`config.mk`:
```
export PLATFORM = sky130hd
export DESIGN_NAME = ycbcr_thresh_ctrl
export DESIGN_NICKNAME = d
export VERILOG_FILES = /design/src/rtl/ycbcr_thresh_pkg.sv /design/src/rtl/ycbcr_thresh_ctrl_vsync_edge.sv /design/src/rtl/ycbcr_thresh_ctrl.sv
export SDC_FILE = /design/constraint.sdc
export NUM_CORES = 1
export LEC_CHECK = 0
export ABC_AREA = 1
export BUFFER_PORTS_ARGS = -buffer_cell sky130_fd_sc_hd__buf_2
export CORE_MARGIN = 8
export CORE_UTILIZATION = 40
export CTS_CLUSTER_DIAMETER = 200
export DETAILED_ROUTE_END_ITERATION = 8
export GPL_TIMING_DRIVEN = 0
export PLACE_DENSITY = 0.68
export SETUP_SLACK_MARGIN = 0.3
export SLEW_MARGIN = 0
export SYNTH_ARGS = -nofsm -noshare
export SYNTH_HDL_FRONTEND = slang
export SYNTH_HIERARCHICAL = 1
export SYNTH_SLANG_ARGS = --single-unit
export TNS_END_PERCENT = 30
```
`constraint.sdc`:
```
create_clock -name clk -period 2.2 [get_ports clk]
set_clock_uncertainty 0.15 [all_clocks]
set_input_delay 0.11 -clock clk [delete_from_list [all_inputs] [get_ports clk]]
set_output_delay 0.11 -clock clk [all_outputs]
set_load 0.02 [all_outputs]
```
`src/rtl/ycbcr_thresh_pkg.sv`:
```
// ---------------------------------------------------------------------------
// ycbcr_thresh_pkg
// Shared definitions for the YCbCr threshold controller:
//   - configuration address map for the four chroma thresholds
//   - power-on default thresholds (skin-tone style Cb/Cr window)
//   - controller FSM state encoding
//   - threshold set struct and its validity rule
// ---------------------------------------------------------------------------
package ycbcr_thresh_pkg;

  localparam logic [1:0] ADDR_CB_LO = 2'd0;
  localparam logic [1:0] ADDR_CB_HI = 2'd1;
  localparam logic [1:0] ADDR_CR_LO = 2'd2;
  localparam logic [1:0] ADDR_CR_HI = 2'd3;

  localparam logic [7:0] DEF_CB_LO = 8'd0;
  localparam logic [7:0] DEF_CB_HI = 8'd115;
  localparam logic [7:0] DEF_CR_LO = 8'd145;
  localparam logic [7:0] DEF_CR_HI = 8'd170;

  typedef enum logic [1:0] {
    IDLE   = 2'd0,
    ARMED  = 2'd1,
    COMMIT = 2'd2
  } state_e;

  typedef struct packed {
    logic [7:0] cb_lo;
    logic [7:0] cb_hi;
    logic [7:0] cr_lo;
    logic [7:0] cr_hi;
  } thr_t;

  localparam thr_t THR_DEFAULT = '{
    cb_lo: DEF_CB_LO,
    cb_hi: DEF_CB_HI,
    cr_lo: DEF_CR_LO,
    cr_hi: DEF_CR_HI
  };

  // A threshold set is usable only if both windows are non-empty.
  function automatic logic thr_valid(input thr_t t);
    return (t.cb_lo < t.cb_hi) && (t.cr_lo < t.cr_hi);
  endfunction

endpackage

```
`src/rtl/ycbcr_thresh_ctrl_vsync_edge.sv`:
```
// ---------------------------------------------------------------------------
// vsync_edge
// Registers the incoming frame sync and flags its rising edge.
// Ports:
//   clk      - clock, rising edge
//   rst_n    - synchronous active-low reset
//   v_sync_i - frame sync from the video pipeline
//   rise_o   - combinational: v_sync_i high while last-cycle sample was low
// ---------------------------------------------------------------------------
module vsync_edge (
  input  logic clk,
  input  logic rst_n,
  input  logic v_sync_i,
  output logic rise_o
);

  logic v_sync_q;

  always_ff @(posedge clk) begin
    if (!rst_n) begin
      v_sync_q <= 1'b0;
    end else begin
      v_sync_q <= v_sync_i;
    end
  end

  assign rise_o = v_sync_i & ~v_sync_q;

endmodule

```
`src/rtl/ycbcr_thresh_ctrl.sv`:
```
// ---------------------------------------------------------------------------
// ycbcr_thresh_ctrl
// Frame-synchronous threshold controller for a YCbCr binarizer, plus a
// per-frame foreground pixel counter.
//
// Threshold writes land in a shadow register set; on the next v_sync rising
// edge the shadow is validated and, if both windows are non-empty, copied to
// the active thresholds in a single one-cycle COMMIT state.
//
// Ports:
//   clk, rst_n              - clock and synchronous active-low reset
//   cfg_valid/cfg_ready     - threshold write handshake
//   cfg_addr, cfg_data      - threshold select (cb_lo/cb_hi/cr_lo/cr_hi), value
//   v_sync_in               - frame sync, rising edge = frame start
//   de_in, mask_in          - pixel enable and binarizer result
//   thr_cb_lo..thr_cr_hi    - active thresholds
//   cfg_pending             - a commit is awaited (ARMED or COMMIT)
//   cfg_err                 - last commit attempt rejected (sticky)
//   fg_count, frame_cnt     - last frame's foreground count, completed frames
//   frame_done              - one-cycle pulse when fg_count/frame_cnt update
// ---------------------------------------------------------------------------
module ycbcr_thresh_ctrl
  import ycbcr_thresh_pkg::*;
#(
  parameter int unsigned CNT_W = 22,
  parameter int unsigned FRM_W = 16
) (
  input  logic             clk,
  input  logic             rst_n,
  input  logic             cfg_valid,
  output logic             cfg_ready,
  input  logic [1:0]       cfg_addr,
  input  logic [7:0]       cfg_data,
  input  logic             v_sync_in,
  input  logic             de_in,
  input  logic             mask_in,
  output logic [7:0]       thr_cb_lo,
  output logic [7:0]       thr_cb_hi,
  output logic [7:0]       thr_cr_lo,
  output logic [7:0]       thr_cr_hi,
  output logic             cfg_pending,
  output logic             cfg_err,
  output logic [CNT_W-1:0] fg_count,
  output logic [FRM_W-1:0] frame_cnt,
  output logic             frame_done
);

  localparam logic [CNT_W-1:0] ACC_ONE = CNT_W'(1);
  localparam logic [FRM_W-1:0] FRM_ONE = FRM_W'(1);

  state_e            state_q, state_d;
  thr_t              shadow_q, shadow_d;
  thr_t              active_q, active_d;
  logic              err_q, err_d;
  logic [CNT_W-1:0]  acc_q, acc_d;
  logic [CNT_W-1:0]  fg_q, fg_d;
  logic [FRM_W-1:0]  frame_q, frame_d;
  logic              done_q, done_d;

  logic              vs_rise;
  logic              wr_en;
  logic              pix_fg;

  vsync_edge u_vsync_edge (
    .clk      (clk),
    .rst_n    (rst_n),
    .v_sync_i (v_sync_in),
    .rise_o   (vs_rise)
  );

  // Ready depends only on state so the write strobe has no combinational loop.
  assign cfg_ready = (state_q != COMMIT);
  assign wr_en     = cfg_valid & cfg_ready;
  assign pix_fg    = de_in & mask_in;

  // -------------------------------------------------------------------------
  // Controller FSM
  // -------------------------------------------------------------------------
  always_comb begin
    state_d     = state_q;
    cfg_pending = 1'b0;
    case (state_q)
      IDLE: begin
        // A write coinciding with the sync edge must make this frame's
        // commit, so it skips ARMED and commits straight away.
        if (wr_en) begin
          state_d = vs_rise ? COMMIT : ARMED;
        end
      end
      ARMED: begin
        cfg_pending = 1'b1;
        if (vs_rise) begin
          state_d = COMMIT;
        end
      end
      COMMIT: begin
        cfg_pending = 1'b1;
        state_d     = IDLE;
      end
      default: begin
        state_d = IDLE;
      end
    endcase
  end

  // -------------------------------------------------------------------------
  // Shadow / active thresholds and commit error flag
  // -------------------------------------------------------------------------
  always_comb begin
    shadow_d = shadow_q;
    active_d = active_q;
    err_d    = err_q;

    if (wr_en) begin
      err_d = 1'b0;
      case (cfg_addr)
        ADDR_CB_LO: shadow_d.cb_lo = cfg_data;
        ADDR_CB_HI: shadow_d.cb_hi = cfg_data;
        ADDR_CR_LO: shadow_d.cr_lo = cfg_data;
        ADDR_CR_HI: shadow_d.cr_hi = cfg_data;
        default:    shadow_d       = shadow_q;
      endcase
    end

    // No write can be accepted in COMMIT, so this never races the clear above.
    // A rejected set stays in the shadow for the host to repair.
    if (state_q == COMMIT) begin
      if (thr_valid(shadow_q)) begin
        active_d = shadow_q;
        err_d    = 1'b0;
      end else begin
        err_d    = 1'b1;
      end
    end
  end

  // -------------------------------------------------------------------------
  // Foreground pixel accumulator and frame statistics
  // -------------------------------------------------------------------------
  always_comb begin
    acc_d   = acc_q;
    fg_d    = fg_q;
    frame_d = frame_q;
    done_d  = 1'b0;

    if (vs_rise) begin
      // The edge-cycle pixel belongs to the new frame.
      fg_d    = acc_q;
      acc_d   = pix_fg ? ACC_ONE : '0;
      frame_d = frame_q + FRM_ONE;
      done_d  = 1'b1;
    end else if (pix_fg && (acc_q != '1)) begin
      acc_d   = acc_q + ACC_ONE;
    end
  end

  // -------------------------------------------------------------------------
  // State registers
  // -------------------------------------------------------------------------
  always_ff @(posedge clk) begin
    if (!rst_n) begin
      state_q  <= IDLE;
      shadow_q <= THR_DEFAULT;
      active_q <= THR_DEFAULT;
      err_q    <= 1'b0;
      acc_q    <= '0;
      fg_q     <= '0;
      frame_q  <= '0;
      done_q   <= 1'b0;
    end else begin
      state_q  <= state_d;
      shadow_q <= shadow_d;
      active_q <= active_d;
      err_q    <= err_d;
      acc_q    <= acc_d;
      fg_q     <= fg_d;
      frame_q  <= frame_d;
      done_q   <= done_d;
    end
  end

  assign thr_cb_lo  = active_q.cb_lo;
  assign thr_cb_hi  = active_q.cb_hi;
  assign thr_cr_lo  = active_q.cr_lo;
  assign thr_cr_hi  = active_q.cr_hi;
  assign cfg_err    = err_q;
  assign fg_count   = fg_q;
  assign frame_cnt  = frame_q;
  assign frame_done = done_q;

endmodule

```
# ---- Word level (Yosys, flattened, before mapping)
# Cells that the tools add are included.
# W data, S select, Z words.
dict set report op_classes {
  n_addsub 2
  n_lt_le_gt_ge 2
  eq_ne 9
  n_mux 12
  bitwise_logic 4
  n_reduce_logical 13
}
# op n
set op_table {}
lappend op_table {{$mux W22} 2}
lappend op_table {{$add A22 B1 Y22 const B} 1}
lappend op_table {{$ne A22 B22 Y1 const B} 1}
lappend op_table {{$add A16 B1 Y16 const B} 1}
lappend op_table {{$lt A8 B8 Y1} 2}
lappend op_table {{$reduce_and A2 Y1} 6}
lappend op_table {{$eq A2 B2 Y1 const B} 3}
lappend op_table {{$mux W1} 6}
lappend op_table {{$mux W2} 3}
lappend op_table {{$ne A2 B2 Y1 const B} 3}
lappend op_table {{$eq A2 B1 Y1 const B} 2}
lappend op_table {{$logic_not A2 Y1} 2}
lappend op_table {{$pmux W2 S2} 1}
lappend op_table {{$reduce_bool A2 Y1} 2}
lappend op_table {{$and A1 B1 Y1} 3}
lappend op_table {{$logic_and A1 B1 Y1} 2}
lappend op_table {{$reduce_or A2 Y1} 1}
lappend op_table {{$not A1 Y1} 1}
dict set report word_totals {
  register_bits 129
  in_bits 16
  output_inout_bits 74
  elab_cells 57
}

# ---- Depth between registers and ports, before layout
dict set report depth {
  ltp_word 5
  ltp_mapped 12
  mapped_depth_nobuf 11
}

# ---- Modules after synthesis
# The synthesis kept the hierarchy.
# mod instances cells_each area_each_um2 seq_area_each_um2
set by_module_without_submodules {}
lappend by_module_without_submodules {ycbcr_thresh_ctrl 1 808 5801.8 2562.5}
lappend by_module_without_submodules {vsync_edge 1 5 37.5 20.0}

# ---- Least setup slack after synthesis
# Ideal clock, no wire load.
dict set report synth_timing {
  kind {reg2reg}
  start {register shadow_q[7] (netlist name)}
  end {register err_q, in the netlist cfg_err}
  setup_ps 116
  t_arrival_ps 1501
  t_required_ps 1934
  setup_slack_ps 433
  path_stages_with_launch 12
  n_path_buf 1
  period_less_slack_ps 1767
  path_cell_list {dfxtp_1 inv_1 ha_1 nand2_1 nand2_1 nor2_1 nand2_1 nor2_4 nand3_2 buf_2 o211ai_1 inv_1}
}
dict set report synth_via {
  elab_chain_cells 4
}
# element line_no
set synth_lines {}
lappend synth_lines {{start, declared} ycbcr_thresh_ctrl.sv:52} ;# thr_t shadow_q, shadow_d;
lappend synth_lines {{start signal, assigned} ycbcr_thresh_ctrl.sv:172} ;# shadow_q <= shadow_d;
lappend synth_lines {{$lt A8 B8 Y1} ycbcr_thresh_pkg.sv:43} ;# return (t.cb_lo < t.cb_hi) && (t.cr_lo < t.cr_hi);
lappend synth_lines {{$logic_and A1 B1 Y1} ycbcr_thresh_pkg.sv:43}
lappend synth_lines {{$mux W1} ycbcr_thresh_ctrl.sv:128} ;# if (thr_valid(shadow_q)) begin
lappend synth_lines {{$mux W1} ycbcr_thresh_ctrl.sv:127} ;# if (state_q == COMMIT) begin
lappend synth_lines {{end signal, assigned} ycbcr_thresh_ctrl.sv:174} ;# err_q <= err_d;
lappend synth_lines {{end, declared} ycbcr_thresh_ctrl.sv:54} ;# logic err_q, err_d;
# No other way between the ends.
# A chain may end at the register's enable or synchronous reset.

# ---- Final worst setup path
dict set report layout_timing {
  start {register shadow_q[5] (netlist name)}
  end {register err_q, in the netlist cfg_err}
}
# The elaborated chain is that of the path after synthesis.

==> results_dict.tcl <==
set metrics [dict create \
    cp_num_cells 9 \
    reg2regPathDepth 9 \
    syn_nets 848 \
    max-cap-violations 0 \
    antenna_found_initial 0 \
    h-tree-depth 4 \
    power_density_mw_per_mm2 822 \
    ys_warn_count 6 \
    synth_edf_count 0 \
    die_x_um 137 \
    drt_iter0_markers 323 \
    utilization_pct 53.4 \
    grt_setup_unrepaired "true" \
    min_period_ns 1.93 \
    syn_inst 813 \
    cts_buffers 17 \
    met3_length_um 1120 \
    met1_length_um 6990 \
    fill_cells 1398 \
    final_common_cell "nand2_1" \
    clock_sinks 129 \
    yosys.area.top_type "dfxtp_1" \
    clockRootBuffer "clkbuf_16" \
    maxSlewViolCount 0 \
    gr-total-overflow 0 \
    multi_input_area_mm2 0.00279 \
    portBuffers 89 \
    grt_util_all_layers_pct 17.0 \
    cp_slowest_stage_delay_ns 0.33 \
    tns_ns 0 \
    met2_length_um 7940 \
    die_h_um 137 \
    synthFlopType "dfxtp_1" \
    post_synth_num_cell_types 35 \
    avgRoutedWirePerCell_um 14.2 \
    leakagePower_uw 0.00349 \
    slowest_stage "dfxtp_1" \
    cp_cell_sequence "inv_1 -> ha_1 -> nand4_1 -> nand2_1 -> nor2_4 -> nand3_4 -> clkbuf_16 -> o211ai_1 -> inv_1" \
    top_layer "met4" \
    endpoint_kind "flop" \
    wl_um 16300 \
    maxSlewHeadroom_pct 57.6 \
    grt_pass1_vias 5212 \
    cts_tree "yes" \
    start_util_pct 40.5 \
    drive_gt1_share_pct 25.4 \
    nets 986 \
    ir_drop_mv 0.647 \
    ys_seq_area_share_pct 44.2 \
    seq_area_mm2 0.00260 \
    core-area_mm2 0.0144 \
    crit_fanout 8 \
    dieArea_mm2 0.0187 \
    max_slew.worst_pin.slew_ns 0.637 \
    cp.required_ns 2.37 \
    finalSetupViolations 0 \
    grt_pass1_wl_um 25000 \
    hold_depth 6 \
    io_pins 90 \
    rows 44 \
    final_cell_mix "164 x nand2_1, 121 x inv_1, 120 x dfxtp_1" \
    period_share_pct 87.8 \
    critPathBufInv 3 \
    grt_max_degree 17 \
    yosys.area.top_type_share_pct 44.2 \
    critPathLaunchType "flop" \
    viasPerCell 4.84 \
    ys_seq_elements 129 \
    whs_ns 0.0202 \
    max_freq_mhz 518 \
    synthArstFlopShare_pct 0 \
    ant_nets 0 \
    status "finished, final reports clean" \
    clk_path_buf_depth 2 \
    clk-insertion-delay-late_ns 0.43 \
    finalHoldViolations 0 \
    crit_arrival_ns 2.10 \
    min_path_type "in2reg" \
    synth_area_mm2 0.00584 \
    hpwl_um 11400 \
    cp_top_family "simple AND/OR/NAND/NOR gates" \
    crit_type "reg2reg" \
    first_pass_iters 5 \
    clkSlewWorstSetupHoldPaths_ns 0.06 \
    num_vias 5552 \
    ys_top_cells_by_area "dfxtp_1 44%, nand2_1 12%, inv_1 8.6%" \
    areaGrowthSynthToFinish_pct 32.0 \
    synth.avg_cell_area_um2 7.18 \
    crit_top_cell "inv_1" \
    antenna_cells 0 \
    drc_errors 0 \
    gp_congestion 0.843 \
]
-- cells in the mapped netlist, types with 2 or more instances --
| cell type | n |
|---|---|
| a211oi_1 | 2 |
| a21oi_1 | 37 |
| a22o_1 | 5 |
| buf_2 | 20 |
| buf_6 | 3 |
| clkbuf_1 | 7 |
| dfxtp_1 | 129 |
| ha_1 | 19 |
| inv_1 | 134 |
| inv_2 | 3 |
| nand2_1 | 184 |
| nand2_2 | 3 |
| nand3_1 | 32 |
| nand3b_1 | 3 |
| nand4_1 | 39 |
| nor2_1 | 84 |
| nor2_2 | 6 |
| nor2_4 | 3 |
| nor3_1 | 15 |
| nor3_2 | 3 |
| o211ai_1 | 11 |
| o21ai_0 | 53 |
| o21ai_1 | 6 |
-- final cells by class --
type,instances,area share [%]
plain buffers,32,2.91
inverters,138,6.75
multi-input cells,514,36.2
well taps,184,2.99
clock buffers,20,5.79
repair buffers,119,9.84
clock inverters,12,1.82
flip-flops and latches,129,33.7
-- sequential cells by signal (all words and copies together) (netlist names) --
register	count
acc_q	22
cfg_err	1
fg_count	22
frame_cnt	16
frame_done	1
shadow_q	32
state_q	2
thr_cb_hi	8
thr_cb_lo	8
thr_cr_hi	8
thr_cr_lo	8
u_vsync_edge/v_sync_q	1
-- power breakdown --
| group | leakage, uW | total, uW | switching [uW] | internal (uW) |
|---|---|---|---|---|
| clock | 0.000289 | 2830 | 1030 | 1790 |
| combinational | 0.00215 | 984 | 593 | 391 |
| sequential | 0.00105 | 2530 | 67.8 | 2460 |
| total | 0.00349 | 6340 | 1690 | 4640 |
-- kinds of logic (layout without fill, tap and decap cells) --
group / after synthesis / after routing / synth area share (%)
xor gates and xnor gates: 1 / 1 / 0.150
adders and majority gates: 19 / 19 / 4.07
AOI/OAI and AO/OA: 119 / 119 / 11.3
DFF: 129 / 129 / 44.2
and+or+nand+nor: 375 / 375 / 28.4
buffers and inverters: 170 / 321 / 11.8
-- routing by layer --
metal,up-vias,track usage (%)
met1,2513,19.4
li1,2875,-
met2,138,29.0
met4,0,7.42
met3,26,4.99
met5,-,0
-- worst reg2reg max path: stages, from the launching register on --
cell and delay, ns:
dfxtp_1 0.33, inv_1 0.07, ha_1 0.30, nand4_1 0.08, nand2_1 0.09, nor2_4 0.19, nand3_4 0.24, clkbuf_16 0.25
o211ai_1 0.08, inv_1 0.05
-- worst paths after layout --
| check | from | to | slack (ns) |
|---|---|---|---|
| worst min-delay path | cfg_valid | cfg_err | 0.02 |
| worst max-delay path | shadow_q[5] | cfg_err | 0.27 |
| worst max register to register | shadow_q[5] | cfg_err | 0.27 |
| worst min register to register | thr_cb_hi[1] | thr_cb_hi[1] | 0.30 |
-- per-stage QoR --
stage          power [uW]  std cells  setup WS [ns]  instance area, um2
6_report             6340       1148          0.268                7710
4_1_cts              6230       1131          0.294                7340
3_5_place_dp         3360       1086         0.0690                6520
2_1_floorplan        3120        813          0.433                5840
3_3_place_gp         3350       1086         0.0905                6520
5_1_grt              6590       1148          0.201                7710
-- timing repair --
item,4_1_cts,5_1_grt
gates cloned,0,5
hold buffers,11,0
buffers inserted,2,12
gates resized for setup,24,76
endpoints found under the setup margin,61,76
pin swaps,1,25
hold endpoints to repair,33,0
(Power assumes the default switching activity.)
